File: src/rtl/instruction_fetch.sv
// Fetch stage: owns the fetch PC, drives the imem request/ack handshake and feeds decode
// through a one-entry skid buffer, resolving branch/jump targets with one delay slot.
module instruction_fetch #(
  parameter logic [31:0] RESET_PC = 32'h0000_0000
) (
  input  logic        clk,
  input  logic        rst,
  input  logic        stall,
  input  logic        jump_branch,
  input  logic        jump_target,
  input  logic        jump_reg,
  input  logic [31:0] jr_pc,
  output logic        imem_req,
  output logic [31:0] imem_addr,
  input  logic        imem_ack,
  input  logic [31:0] imem_data,
  output logic [31:0] pc_id,
  output logic [31:0] instr_id,
  output logic        instr_valid
);

  typedef enum logic [1:0] {StBoot, StFetch, StHold} state_e;

  state_e      state;
  logic [31:0] pc_if;
  logic [31:0] skid_data;
  logic [31:0] redirect_pc;
  logic        redirect_pending;

  logic        accept;
  logic        redirect_now;
  logic        enter;
  logic [31:0] pc_id_plus4;
  logic [31:0] tgt;
  logic [31:0] next_pc;

  always_comb begin
    accept       = !instr_valid || !stall;
    redirect_now = instr_valid && !stall && (jump_reg || jump_target || jump_branch);
    pc_id_plus4  = pc_id + 32'd4;
    if (jump_reg) begin
      tgt = jr_pc;
    end else if (jump_target) begin
      tgt = {pc_id_plus4[31:28], instr_id[25:0], 2'b00};
    end else begin
      tgt = pc_id_plus4 + {{14{instr_id[15]}}, instr_id[15:0], 2'b00};
    end
    if (redirect_now) begin
      next_pc = tgt;
    end else if (redirect_pending) begin
      next_pc = redirect_pc;
    end else begin
      next_pc = pc_if + 32'd4;
    end
    // An instruction (always the delay slot after a redirect) moves into decode this cycle.
    enter = accept && ((state == StFetch && imem_ack) || state == StHold);
  end

  assign imem_req  = (state == StFetch);
  assign imem_addr = pc_if;

  always_ff @(posedge clk or posedge rst) begin
    if (rst) begin
      state            <= StBoot;
      pc_if            <= RESET_PC;
      pc_id            <= 32'd0;
      instr_id         <= 32'd0;
      instr_valid      <= 1'b0;
      skid_data        <= 32'd0;
      redirect_pending <= 1'b0;
      redirect_pc      <= 32'd0;
    end else begin
      // Delay slot not yet fetched: park the target until it enters decode.
      if (redirect_now && !enter) begin
        redirect_pending <= 1'b1;
        redirect_pc      <= tgt;
      end else if (enter) begin
        redirect_pending <= 1'b0;
      end

      if (enter) begin
        pc_if <= next_pc;
      end

      case (state)
        StBoot: state <= StFetch;
        StFetch: begin
          if (imem_ack) begin
            if (accept) begin
              pc_id       <= pc_if;
              instr_id    <= imem_data;
              instr_valid <= 1'b1;
            end else begin
              skid_data <= imem_data;
              state     <= StHold;
            end
          end else if (accept) begin
            instr_valid <= 1'b0;
          end
        end
        StHold: begin
          if (accept) begin
            pc_id       <= pc_if;
            instr_id    <= skid_data;
            instr_valid <= 1'b1;
            state       <= StFetch;
          end
        end
        default: state <= StBoot;
      endcase
    end
  end

endmodule

File: config.mk
export PLATFORM = sky130hd
export DESIGN_NAME = instruction_fetch
export DESIGN_NICKNAME = d
export VERILOG_FILES = /design/src/rtl/instruction_fetch.sv
export SDC_FILE = /design/constraint.sdc
export NUM_CORES = 1
export LEC_CHECK = 0
export CAP_MARGIN = 0
export CELL_PAD_IN_SITES_DETAIL_PLACEMENT = 0
export CELL_PAD_IN_SITES_GLOBAL_PLACEMENT = 1
export CORE_MARGIN = 2
export CORE_UTILIZATION = 44
export DETAILED_ROUTE_END_ITERATION = 7
export GPL_TIMING_DRIVEN = 0
export PLACE_DENSITY = 0.94
export SETUP_SLACK_MARGIN = 0.15
export SLEW_MARGIN = 20
export SYNTH_ARGS = -nofsm -noshare
export SYNTH_HDL_FRONTEND = slang
export SYNTH_SLANG_ARGS = --single-unit
File: constraint.sdc
create_clock -name clk -period 8.4 [get_ports clk]
set_input_delay 1.68 -clock clk [delete_from_list [all_inputs] [get_ports clk]]
set_output_delay 1.68 -clock clk [all_outputs]
set_load 0.01 [all_outputs]
==> run metrics, run 1 <==
post-synthesis register bit count=164; Distinct cells, synth=60; commonest non-fill, non-tap cell in the layout=nand2_1; Yosys top cell by area=dfrtp_1; final setup margin=3.03 ns; RD Place Congestion=0.985; Layout Nets=1,432; core footprint=0.0226 mm2; Synth Instances=1,135; number of synthesized flops with an enable pin=0; GRT overflow=0; Worst setup SP type=register; worst hold slack=0.478 ns; io pins=169; Seq/Total Area, Yosys=0.404; Synth Area per Inst=8.96 um2; Required @ worst endpoint=8.77 ns; total global-route track usage=0.286; Worst Path Arrival=5.74 ns; Iter 0 DRT Violations=844; commonest cells after routing, fill and taps aside=nand2_1 (187), clkdlybuf4s50_1 (166), dfrtp_1 (164); Ant. Diodes=0; ys async rst share=1.00; TritonCTS clock tree=done; DP HPWL=26.2 mm; H-tree lvl count=4; Crit path largest cell delay=0.79 ns; Fin Clk Skew=0.0111 ns; max-slew violations=0; top post-synthesis cells by area=dfrtp_1 (40%), nand2_1 (6.9%), mux2_2 (6.9%); share of cells above drive strength 1=0.0795; clock sink count=164; pin count of the biggest net entering global routing=96; vias in the first global route=9,348; pwr dens=424 mW/mm2; buffer and inverter count on the worst path=2; input/output buffers=166; top_reg_cell synth=dfrtp_1; detailed-route via count=9,645; Post-Syn Area=0.0102 mm2; Rows=55; Syn Nets=1,246; Worst Path Max Fanout=8; PostCTS Resize Cnt=0; Area Growth Syn to Fin=26.5%; worst slew pin tran=0.894 ns; crit path kind=reg2reg; FMAX=0.186 GHz; LEAKAGE=5.33 nW; first-pass GRT wire length=52.8 mm; # hold bufs at CTS=0; number of buffers created by CTS=17; unrepaired setup endpoints after global routing=no; Hold Path Class=reg2reg; final setup fails=0; CP Cell Sequence=nand4_1 > nor4_1 > and2_1 > clkbuf_1 > nand3_1 > xnor2_1 > ha_1 > clkbuf_1 > nand4_1 > nor4_1 > o2111ai_1 > nand3_1 > xnor2_1 > o21ai_0 > o21ai_0 > o211ai_1 > o21a_1; DRC Markers=0; critical path's top delay family=simple AND/OR/NAND/NOR gates; DR WL/cell=21.4 um; status=completed; Routed Antenna Nets=0; Die Y=156 um; Reg clk slew, reported paths=0.08 ns; Max Root-Sink Buffers=2; Die X=156 um; Max rail drop VDD=0.264 mV; final wirelength=34.6 mm; Tcrit/Tclk final=0.639; pre-CTS setup slack=3.19 ns; initial core utilization=0.449; slowest library cell on the worst path=nor4_1; Yosys top cell area share=0.404; MaxCap Viol Count=0; Worst setup EP type=register; via/cell ratio=5.96; Slew headroom=0.404; drt first pass iters=5; root buf cell=clkbuf_16; number of setup buffers added after CTS=0; Clk Latency, worst-skew pair=0.44 ns; Die ar.=0.0243 mm2; initial antenna violation count=0; YS warnings=0; Final min period=5.37 ns; Finished Core Util=0.568; Final Hold Viols=0
-- logic make-up (layout without fill, tap and decap cells) --
group	Yosys count	after routing	share of synthesized area
and+or+nand+nor	379	379	0.168
AOI/OAI and AO/OA	293	293	0.174
DFF	164	164	0.404
muxes	102	102	0.108
buffers and inverters	82	281	0.0310
xor gates and xnor gates	75	75	0.0653
adders and majority gates	40	40	0.0500
-- layout make-up --
class                      instances  area (um2)
clock inverter                    15         218
buffer                            61         236
fill                            2028        9780
clock buffer                      17         425
inverter                          21        86.3
sequential                       164        4100
timing repair buffer             167        1690
tap                              285         357
multi-input combinational        889        5750
-- final timing paths --
check	from	to	slack [ns]	cells after the start
hold reg to reg	redirect_pc[15]$_DFFE_PP0P_	redirect_pc[15]$_DFFE_PP0P_	0.48	2
min in group asynchronous	rst	skid_data[14]$_DFFE_PP0P_	1.70	2
setup / recovery	pc_id[6]$_DFFE_PP0P_	imem_addr[23]$_DFFE_PP0P_	3.03	17
setup reg to reg	pc_id[6]$_DFFE_PP0P_	imem_addr[23]$_DFFE_PP0P_	3.03	17
max in group asynchronous	rst	redirect_pc[8]$_DFFE_PP0P_	5.84	3
hold / removal	redirect_pc[15]$_DFFE_PP0P_	redirect_pc[15]$_DFFE_PP0P_	0.48	2
-- registers in the layout (all words and copies together), names as in the netlist --
signal            flops
instr_valid           1
redirect_pending      1
redirect_pc          32
instr_id             32
pc_id                32
imem_addr            32
state                 2
skid_data            32
-- metal layers --
layer	part of all wire	global-route usage	up-vias
li1	-	-	4426
met1	0.42	0.381	4679
met2	0.46	0.450	458
met3	0.080	0.0644	82
met4	0.036	0.117	0
met5	0	0	-
-- worst reg2reg max path: cells and delay by family (launching register included) --
family | cells | cell delay (ns)
fa+ha+maj | 1 | 0.30
compound gates | 5 | 1.26
buf+inv | 2 | 0.62
simple gates | 7 | 2.35
xor+xnor | 2 | 0.28
flops | 1 | 0.50
-- synth_stat cells, types with 9 or more instances --
cell and count:
mux2_2 62, xor2_1 31, o21ai_0 90, nand3_1 35
a21o_1 9, o21a_1 11, mux2i_1 40, ha_1 39
nand4_1 24, clkbuf_1 58, o221ai_1 9, and3_1 15
nor2_1 63, inv_1 20, a21oi_1 75, o211ai_1 10
o21ai_1 22, o31ai_1 10, dfrtp_1 164, nand2_1 187
and2_1 12, xnor2_1 43, nor3_1 16
-- power by group --
group          total [mW]  switching, mW  internal (mW)  leakage (nW)
Clock               0.863          0.378          0.485         0.308
Sequential           1.62          0.456           1.17          2.01
Combinational        2.97           1.66           1.32          3.01
Total                5.46           2.49           2.97          5.33
-- stage by stage --
stage          power [mW]  setup TNS (ns)  std cells  instance area, um2
4_1_cts              5.42               0       1619               12900
5_1_grt              5.81               0       1619               12900
6_report             5.46               0       1619               12900
2_1_floorplan        3.37               0       1135               10200
3_5_place_dp         4.54               0       1587               12200
3_3_place_gp         4.48          -16.55       1586               12200
(Power assumes the default switching activity.)
==> run 2: changes to the inputs <==
- CORE_UTILIZATION: 44 -> 41
- PLACE_DENSITY: 0.94 -> 0.89
- clock period: 8.4 -> 5.3 ns (I/O delays scaled with it)
==> run 2 against run 1 <==
Net effect: critical path depth unchanged; count of clock-buffer cells in the layout grew 1; clock power grew 47%; sequential power increased by 59%; worst hold slack worse by 0.0016 ns.
==> run metrics, run 2 (synthesis results as in run 1) <==
RD Place Congestion=0.911 (was 0.985); Hold Path Class=reg2reg (unchanged); DP Area=0.0124 mm2 (was 0.0122 mm2); CP Cell Sequence=nand4_1 > nor4_4 > and2_1 > clkbuf_1 > nand3_1 > xnor2_1 > ha_1 > clkbuf_1 > nand4_1 > nor4_2 > o2111ai_1 > nand3_1 > xnor2_1 > o21ai_0 > o21ai_0 > o211ai_1 > o21a_1 (was nand4_1 > nor4_1 > and2_1 > clkbuf_1 > nand3_1 > xnor2_1 > ha_1 > clkbuf_1 > nand4_1 > nor4_1 > o2111ai_1 > nand3_1 > xnor2_1 > o21ai_0 > o21ai_0 > o211ai_1 > o21a_1); Die Y=161 um (was 156 um); DRC Markers=0 (unchanged); final setup margin=0.662 ns (was 3.03 ns); Worst Path Arrival=5.01 ns (was 5.74 ns); Max Root-Sink Buffers=2 (unchanged); placed cell count=1,631 (was 1,587); Area Growth Syn to Fin=27.7% (was 26.5%); Crit path largest cell delay=0.50 ns (was 0.79 ns); DR WL/cell=21.1 um (was 21.4 um); Clk Latency, worst-skew pair=0.43 ns (was 0.44 ns); final wirelength=35.0 mm (was 34.6 mm); MaxCap Viol Count=0 (unchanged); Rows=57 (was 55); final setup fails=0 (unchanged); detailed-route via count=9,541 (was 9,645); Iter 0 DRT Violations=829 (was 844); clock sink count=164 (unchanged); initial antenna violation count=0 (unchanged); Layout Nets=1,437 (was 1,432); max-slew violations=0 (unchanged); Non-Filler Instances=1,663 (was 1,619); Final min period=4.64 ns (was 5.37 ns); final instance area=0.0130 mm2 (was 0.0129 mm2); LEAKAGE=5.37 nW (was 5.33 nW); worst slew pin tran=0.899 ns (was 0.894 ns); crit path kind=reg2reg (unchanged); io pins=169 (unchanged); Clk pwr share=0.149 (was 0.158); share of cells above drive strength 1=0.0836 (was 0.0795); register area=0.00410 mm2 (unchanged); pin count of the biggest net entering global routing=34 (was 96); TritonCTS clock tree=done (unchanged); unrepaired setup endpoints after global routing=no (unchanged); GRT overflow=0 (unchanged); Slew headroom=0.401 (was 0.404); H-tree lvl count=4 (unchanged); # fillers=2,178 (was 2,028); first-pass GRT wire length=54.2 mm (was 52.8 mm); Worst setup EP type=register (unchanged); DP HPWL=26.8 mm (was 26.2 mm); Tcrit/Tclk final=0.875 (was 0.639); input/output buffers=166 (unchanged); number of buffers created by CTS=17 (unchanged); Worst setup SP type=register (unchanged); commonest non-fill, non-tap cell in the layout=nand2_1 (unchanged); status=completed (unchanged); switching power=3.88 mW (was 2.49 mW); Required @ worst endpoint=5.67 ns (was 8.77 ns); Reg clk slew, reported paths=0.07 ns (was 0.08 ns); area occupied by multi-input gates=0.00577 mm2 (was 0.00575 mm2); Die X=161 um (was 156 um); Max rail drop VDD=0.397 mV (was 0.264 mV); Final Hold Viols=0 (unchanged); root buf cell=clkbuf_16 (unchanged); vias in the first global route=9,283 (was 9,348); Final Power=8.53 mW (was 5.46 mW); drt first pass iters=5 (unchanged); Fin Clk Skew=0.0119 ns (was 0.0111 ns); Routed Antenna Nets=0 (unchanged); Fin Setup TNS=0 ns (unchanged); pwr dens=657 mW/mm2 (was 424 mW/mm2); Die ar.=0.0261 mm2 (was 0.0243 mm2); sw frac=0.455 (was 0.456); total global-route track usage=0.270 (was 0.286); pre-CTS setup slack=0.279 ns (was 3.19 ns); core footprint=0.0243 mm2 (was 0.0226 mm2); initial core utilization=0.418 (was 0.449); Int Pwr=4.65 mW (was 2.97 mW); FMAX=0.216 GHz (was 0.186 GHz); Worst Path Max Fanout=8 (unchanged); slowest library cell on the worst path=dfrtp_1 (was nor4_1); Comb power frac=0.550 (was 0.545); commonest cells after routing, fill and taps aside=nand2_1 (187), clkdlybuf4s50_1 (166), dfrtp_1 (164) (unchanged); Flop pwr share=0.301 (was 0.298); via/cell ratio=5.74 (was 5.96); Ant. Diodes=0 (unchanged)
## run 2: what timing repair did
item / in CTS / in global routing
gates resized for setup: 0 / 3
setup buffers: 0 / 0
endpoints found under the setup margin: 0 / 6
hold buffers: 0 / 0
## run 2: worst paths after layout
path,start,endpoint,slack [ns],cells after the start
max,pc_id[6]$_DFFE_PP0P_,imem_addr[23]$_DFFE_PP0P_,0.66,17
min,redirect_pc[19]$_DFFE_PP0P_,redirect_pc[19]$_DFFE_PP0P_,0.48,2
max reg2reg,pc_id[6]$_DFFE_PP0P_,imem_addr[23]$_DFFE_PP0P_,0.66,17
min reg2reg,redirect_pc[19]$_DFFE_PP0P_,redirect_pc[19]$_DFFE_PP0P_,0.48,2
max in group asynchronous,rst,instr_id[7]$_DFFE_PP0P_,3.08,7
min in group asynchronous,rst,pc_id[29]$_DFFE_PP0P_,0.93,2
## run 2: layout make-up
class	instances	share of cell area
Multi-Input combinational cell	889	0.444
Sequential cell	164	0.316
Timing Repair Buffer	172	0.138
Clock buffer	18	0.0330
Tap cell	324	0.0312
Buffer	61	0.0182
Clock inverter	14	0.0126
Inverter	21	0.00636
## run 2: power by group through the flow
| stage | sequential [mW] | combinational, mW | clock (mW) |
|---|---|---|---|
| 3_5_place_dp | 2.57 | 4.63 | 0 |
| 5_1_grt | 2.65 | 5.18 | 1.33 |
| 4_1_cts | 2.56 | 4.67 | 1.29 |
| 2_1_floorplan | 2.47 | 2.87 | 0 |
| 6_report | 2.57 | 4.69 | 1.27 |
| 3_3_place_gp | 2.56 | 4.57 | 0 |
## run 2: per-stage QoR
step / util / hold WS (ns)
after floorplan: - / 0.439
after global placement: 0.503 / 0.453
after detailed placement: 0.509 / 0.459
after CTS: 0.533 / 0.474
after global routing: 0.534 / 0.495
final: 0.534 / 0.477
## run 2: layer usage
layer	GRT usage	wire, um
met3	0.0688	2870
met5	0	0
met2	0.432	16300
met4	0.0710	695
met1	0.366	15100
## run 2: critical path: cells and delay by family (launching register included)
kind                     cells  cell delay (ns)
AND/OR/NAND/NOR              7             1.84
AO/OA/AOI/OAI                5             1.15
buffers and inverters        2             0.58
flip-flops                   1             0.50
adder cells (fa/ha/maj)      1             0.27
XOR/XNOR                     2             0.24
==> variant 1 (config.mk and constraints of run 2) <==
Re-encode `state_e` (3 states) as one-hot, 3 bits wide.
--- a/src/rtl/instruction_fetch.sv
+++ b/src/rtl/instruction_fetch.sv
@@ -21,3 +21,3 @@
 
-  typedef enum logic [1:0] {StBoot, StFetch, StHold} state_e;
+  typedef enum logic [2:0] {StBoot = 3'b001, StFetch = 3'b010, StHold = 3'b100} state_e;
 
Behaviour: no difference found for any inputs over 4 cycles, from zero or initial values and one cycle with rst high; so few cycles prove little.
==> variant 1 against run 2 <==
  * Setup slack better by 7.3 ps
  * Clock skew up 13 ps
  * Synthesized area down 0.18%
  * Cell area down 0.18%
  * Die area down 0.18%
  * Count of clock-buffer cells in the layout unchanged
  * Clock power up 3%
  * Power down 7.4%
  * Combinational power down 14%
  * Routed wire length up 3.4%
  * Synthesized cell count up 4.1%
  * Sequential cell count up 1
  * Largest cell class unchanged
  * Largest power group unchanged
  * Highest routed layer unchanged
==> variant 1: results (changes against run 2) <==
[grt]
grt_pass1_vias=9548  ; +2.9%
grt_use_met1_pct=37.4  ; +0.84 points
grt_pass1_wl_mm=55.6  ; +2.5%
grtUsageTotal_pct=27.8  ; +0.84 points
met3_usage_pct=6.29  ; -0.59 points
grt_util_met2_pct=44.2  ; +1.0 points
grt_start_max_net_pins=33  ; -2.9%

[finish]
drive_gt1_share_pct=6.64  ; -1.7 points
comb.multi_input.count=928  ; +4.4%
multi_input_area_share_pct=43.9  ; -0.51 points
nonClkBufAreaFrac_pct=15.7  ; +0.048 points
nets=1480  ; +3.0%
postLayoutCoreUtil_pct=53.3  ; -0.098 points
inv_count=20  ; -4.8%
nFillCells=2258  ; +3.7%
sh_seq_area_pct=31.9  ; +0.26 points

[logic_synthesis]
ys_seq_elements=165  ; +0.61%
synth_area_leaders=dfrtp_1, nand2_1, o21ai_0, ha_1, mux2_2
synthesis.area_mm2=0.0101  ; -0.18%
synth_nets=1289  ; +3.5%
ys_types=67  ; +12%
synthTopCellsByCount=nand2_1, dfrtp_1, o21ai_0

[hold_path]
min_from=redirect_pc[23]$_DFFE_PP0P_
min_to=redirect_pc[23]$_DFFE_PP0P_

[critical_path]
worst_r2r_path_depth=15  ; -2
crit_family=compound AO/OA/AOI/OAI gates
crit_start=pc_id[4]$_DFFE_PP0P_
critPathMaxStageDelay_ps=790  ; +290 ps
worstPathArrival_ps=4980  ; -30 ps
reg2reg_to=imem_addr[21]$_DFFE_PP0P_
cpMaxStageDelayCell=o311ai_0
cp_max_fo=7  ; -1

[place]
dp_hpwl_mm=27.4  ; +2.3%
place.gp.congestion=0.903  ; -0.88%
placed_cell_area_mm2=0.0123  ; -0.24%

[timing]
relSlewSlack_pct=33.7  ; -6.4 points
hold_slack_ps=482  ; +5.43 ps
clock_skew_ps=25.2  ; +13.3 ps

[routing]
drt_iter0_markers=905  ; +9.2%
wl_met1_mm=15.5  ; +2.5%
route.met2.wl_mm=16.8  ; +2.9%
wl_met3_mm=2.86  ; -0.59%

[clocking]
insertion_delay_ps=450  ; +20 ps

[run_status]
status=finished, final reports clean

[pwr]
p_sw_share_pct=44.8  ; -0.62 points
leakage_uw=0.00551  ; +2.6%
pwr-share-comb_pct=50.8  ; -4.2 points
max-vdd-ir-drop_v=0.000250  ; -37%

-- variant 1: worst reg2reg max path: stages, from the launching register on --
cell	delay [ps]
dfrtp_1	490
and3_1	210
clkbuf_1	300
nand4_1	330
inv_1	240
nand2_1	90
xnor2_1	160
ha_1	230
a21oi_1	280
o21ai_0	230
a211oi_1	310
nor3_1	130
o31a_1	300
o311ai_0	790
a22oi_1	210
o21ai_0	240
-- variant 1: cells by family after synthesis --
group / count (synthesis) / synth area share [%]
AND/OR/NAND/NOR: 433 / 18.7
AO/OA/AOI/OAI: 311 / 18.6
flip-flops: 165 / 40.7
buffers and inverters: 88 / 3.27
multiplexers: 77 / 8.05
XOR/XNOR: 70 / 6.04
adder cells (fa/ha/maj): 37 / 4.64
-- variant 1: per-stage QoR --
step / instances / setup WS (ps)
2_1_floorplan: 1181 / 1700
3_3_place_gp: 1672 / 681
3_5_place_dp: 1677 / 734
4_1_cts: 1709 / 720
5_1_grt: 1709 / 411
6_report: 1709 / 670
==> variant 2 (flow settings as in run 2) <==
Without the edit above. Make the reset (`rst`) synchronous in one clocked block.
--- a/src/rtl/instruction_fetch.sv
+++ b/src/rtl/instruction_fetch.sv
@@ -61,3 +61,3 @@
 
-  always_ff @(posedge clk or posedge rst) begin
+  always_ff @(posedge clk) begin
     if (rst) begin
Behaviour: differs if rst is asserted again (counterexample within 4 cycles, from zero or initial values and one cycle with rst high); with rst held inactive, the same outputs for 4 cycles.
==> variant 2 against run 2 <==
  * Global-route usage is 3.0 points higher
  * Routed wire length is 13% higher
  * Maximum frequency is 4.8% lower
  * Sequential cell count stayed put
  * Setup slack worse by 230 ps
  * Synthesized area is 1.5% lower
  * Cell area is 2.4% lower
  * Via count is 13% higher
  * Largest cell class unchanged
  * Highest routed layer unchanged
Power is not compared: it rests on default switching activity, and its combinational part moved more than twofold at a synthesized area within 25%.
==> variant 2: results (changes against run 2) <==
[floorplan]
start_util_pct=41.4  ; -0.38 points
die_area_mm2=0.0257  ; -1.5%

[critical_path]
critPathMaxStageDelay_ps=510
ff2ff_setup_slack_ps=430  ; -230 ps
cpMaxStageDelayCell=dfxtp_1
reg2reg_to=imem_addr[27]$_SDFFE_PP0P_
crit_start=pc_id[4]$_SDFFE_PP0P_
worstPathArrival_ps=5210  ; +200 ps
cp_max_fo=6  ; -2

[finish]
buffers=252  ; +8.2%
final_cell_count_no_fill=1864  ; +12%
clock_area_share_pct=4.47  ; -0.093 points
n_clock_buffer=19  ; +1
nonClkBufAreaFrac_pct=15.7  ; +0.057 points
drive_gt1_share_pct=2.66  ; -5.7 points
inv_count=18  ; -14%
nets=1639  ; +14%
multi_input_area_share_pct=50.2  ; +5.7 points
nFillCells=2398  ; +10%
sh_seq_area_pct=25.9  ; -5.7 points

[grt]
grt_util_met2_pct=47.1  ; +3.9 points
grt_pass1_wl_mm=59.4  ; +9.6%
grt_use_met1_pct=41.1  ; +4.5 points
met3_usage_pct=5.60  ; -1.3 points
grtUsageTotal_pct=30.0  ; +3.0 points
grt_start_max_net_pins=24  ; -29%
grt_pass1_vias=10100  ; +8.5%

[logic_synthesis]
synthTopCellsByCount=nand2_1, dfxtp_1, a21oi_1
ys_types=66  ; +10%
synth_nets=1453  ; +17%
ys_async_sr_fraction_pct=0  ; -100 points
postSynthCellCount=1342  ; +18%
synth_area_leaders=dfxtp_1, nand2_1, a21oi_1, nor2_1, ha_1
synth-seq-area-share_pct=32.8  ; -7.6 points

[hold_path]
min_from=skid_data[31]$_SDFFE_PP0P_
hold_depth=2  ; unchanged
min_to=skid_data[31]$_SDFFE_PP0P_

[place]
portBuffers=167  ; +0.60%
place.gp.congestion=0.960  ; +5.3%
dp_hpwl_mm=30.5  ; +14%
place_ws_ps=279  ; +0.315 ps
place_inst=1833  ; +12%
placed_cell_area_mm2=0.0121  ; -2.3%

[clocking]
cts_root_buf=clkbuf_16
htree_levels=4  ; unchanged

[routing]
drt_iter0_markers=935  ; +13%
dr.pass1.iters=6  ; +1
vias_per_cell=5.77  ; +0.60%

[timing]
finalSetupViolCount=0  ; unchanged
clock_skew_ps=9.46  ; -2.45 ps
timing.final.crit_period_ps=4870  ; +233 ps
tightest_slew_ps=982  ; +83.8 ps
hold_slack_ps=455  ; -21.7 ps

[run_status]
status=finished, final reports clean

[variant 2: cell types whose count changed after synthesis, moves of 60 or more]
cell     before  now
nor2_1       63  131
mux2_2       62    2
dfrtp_1     164    0
nand2_1     187  258
dfxtp_1       0  164
a21oi_1      75  150
[variant 2: power breakdown]
part	leakage (uW)	total (uW)	switching (uW)	internal, uW
clock	0.000258	1230	561	666
combinational	0.00285	1030	598	435
sequential	0.00133	1490	164	1330
total	0.00444	3750	1320	2430
[variant 2: cell families after synthesis]
| logic type | share of synthesized area, % |
|---|---|
| AO/OA/AOI/OAI | 22.9 |
| XOR/XNOR | 6.46 |
| adder cells (fa/ha/maj) | 5.07 |
| buffers and inverters | 3.86 |
| flip-flops | 32.8 |
| multiplexers | 4.43 |
| AND/OR/NAND/NOR | 24.5 |
[variant 2: per-layer routing]
metal | vias to the layer above | share of wire [%]
li1 | 5130 | -
met1 | 5053 | 44
met2 | 511 | 43
met3 | 64 | 8.9
met4 | 0 | 3.5
met5 | - | 0
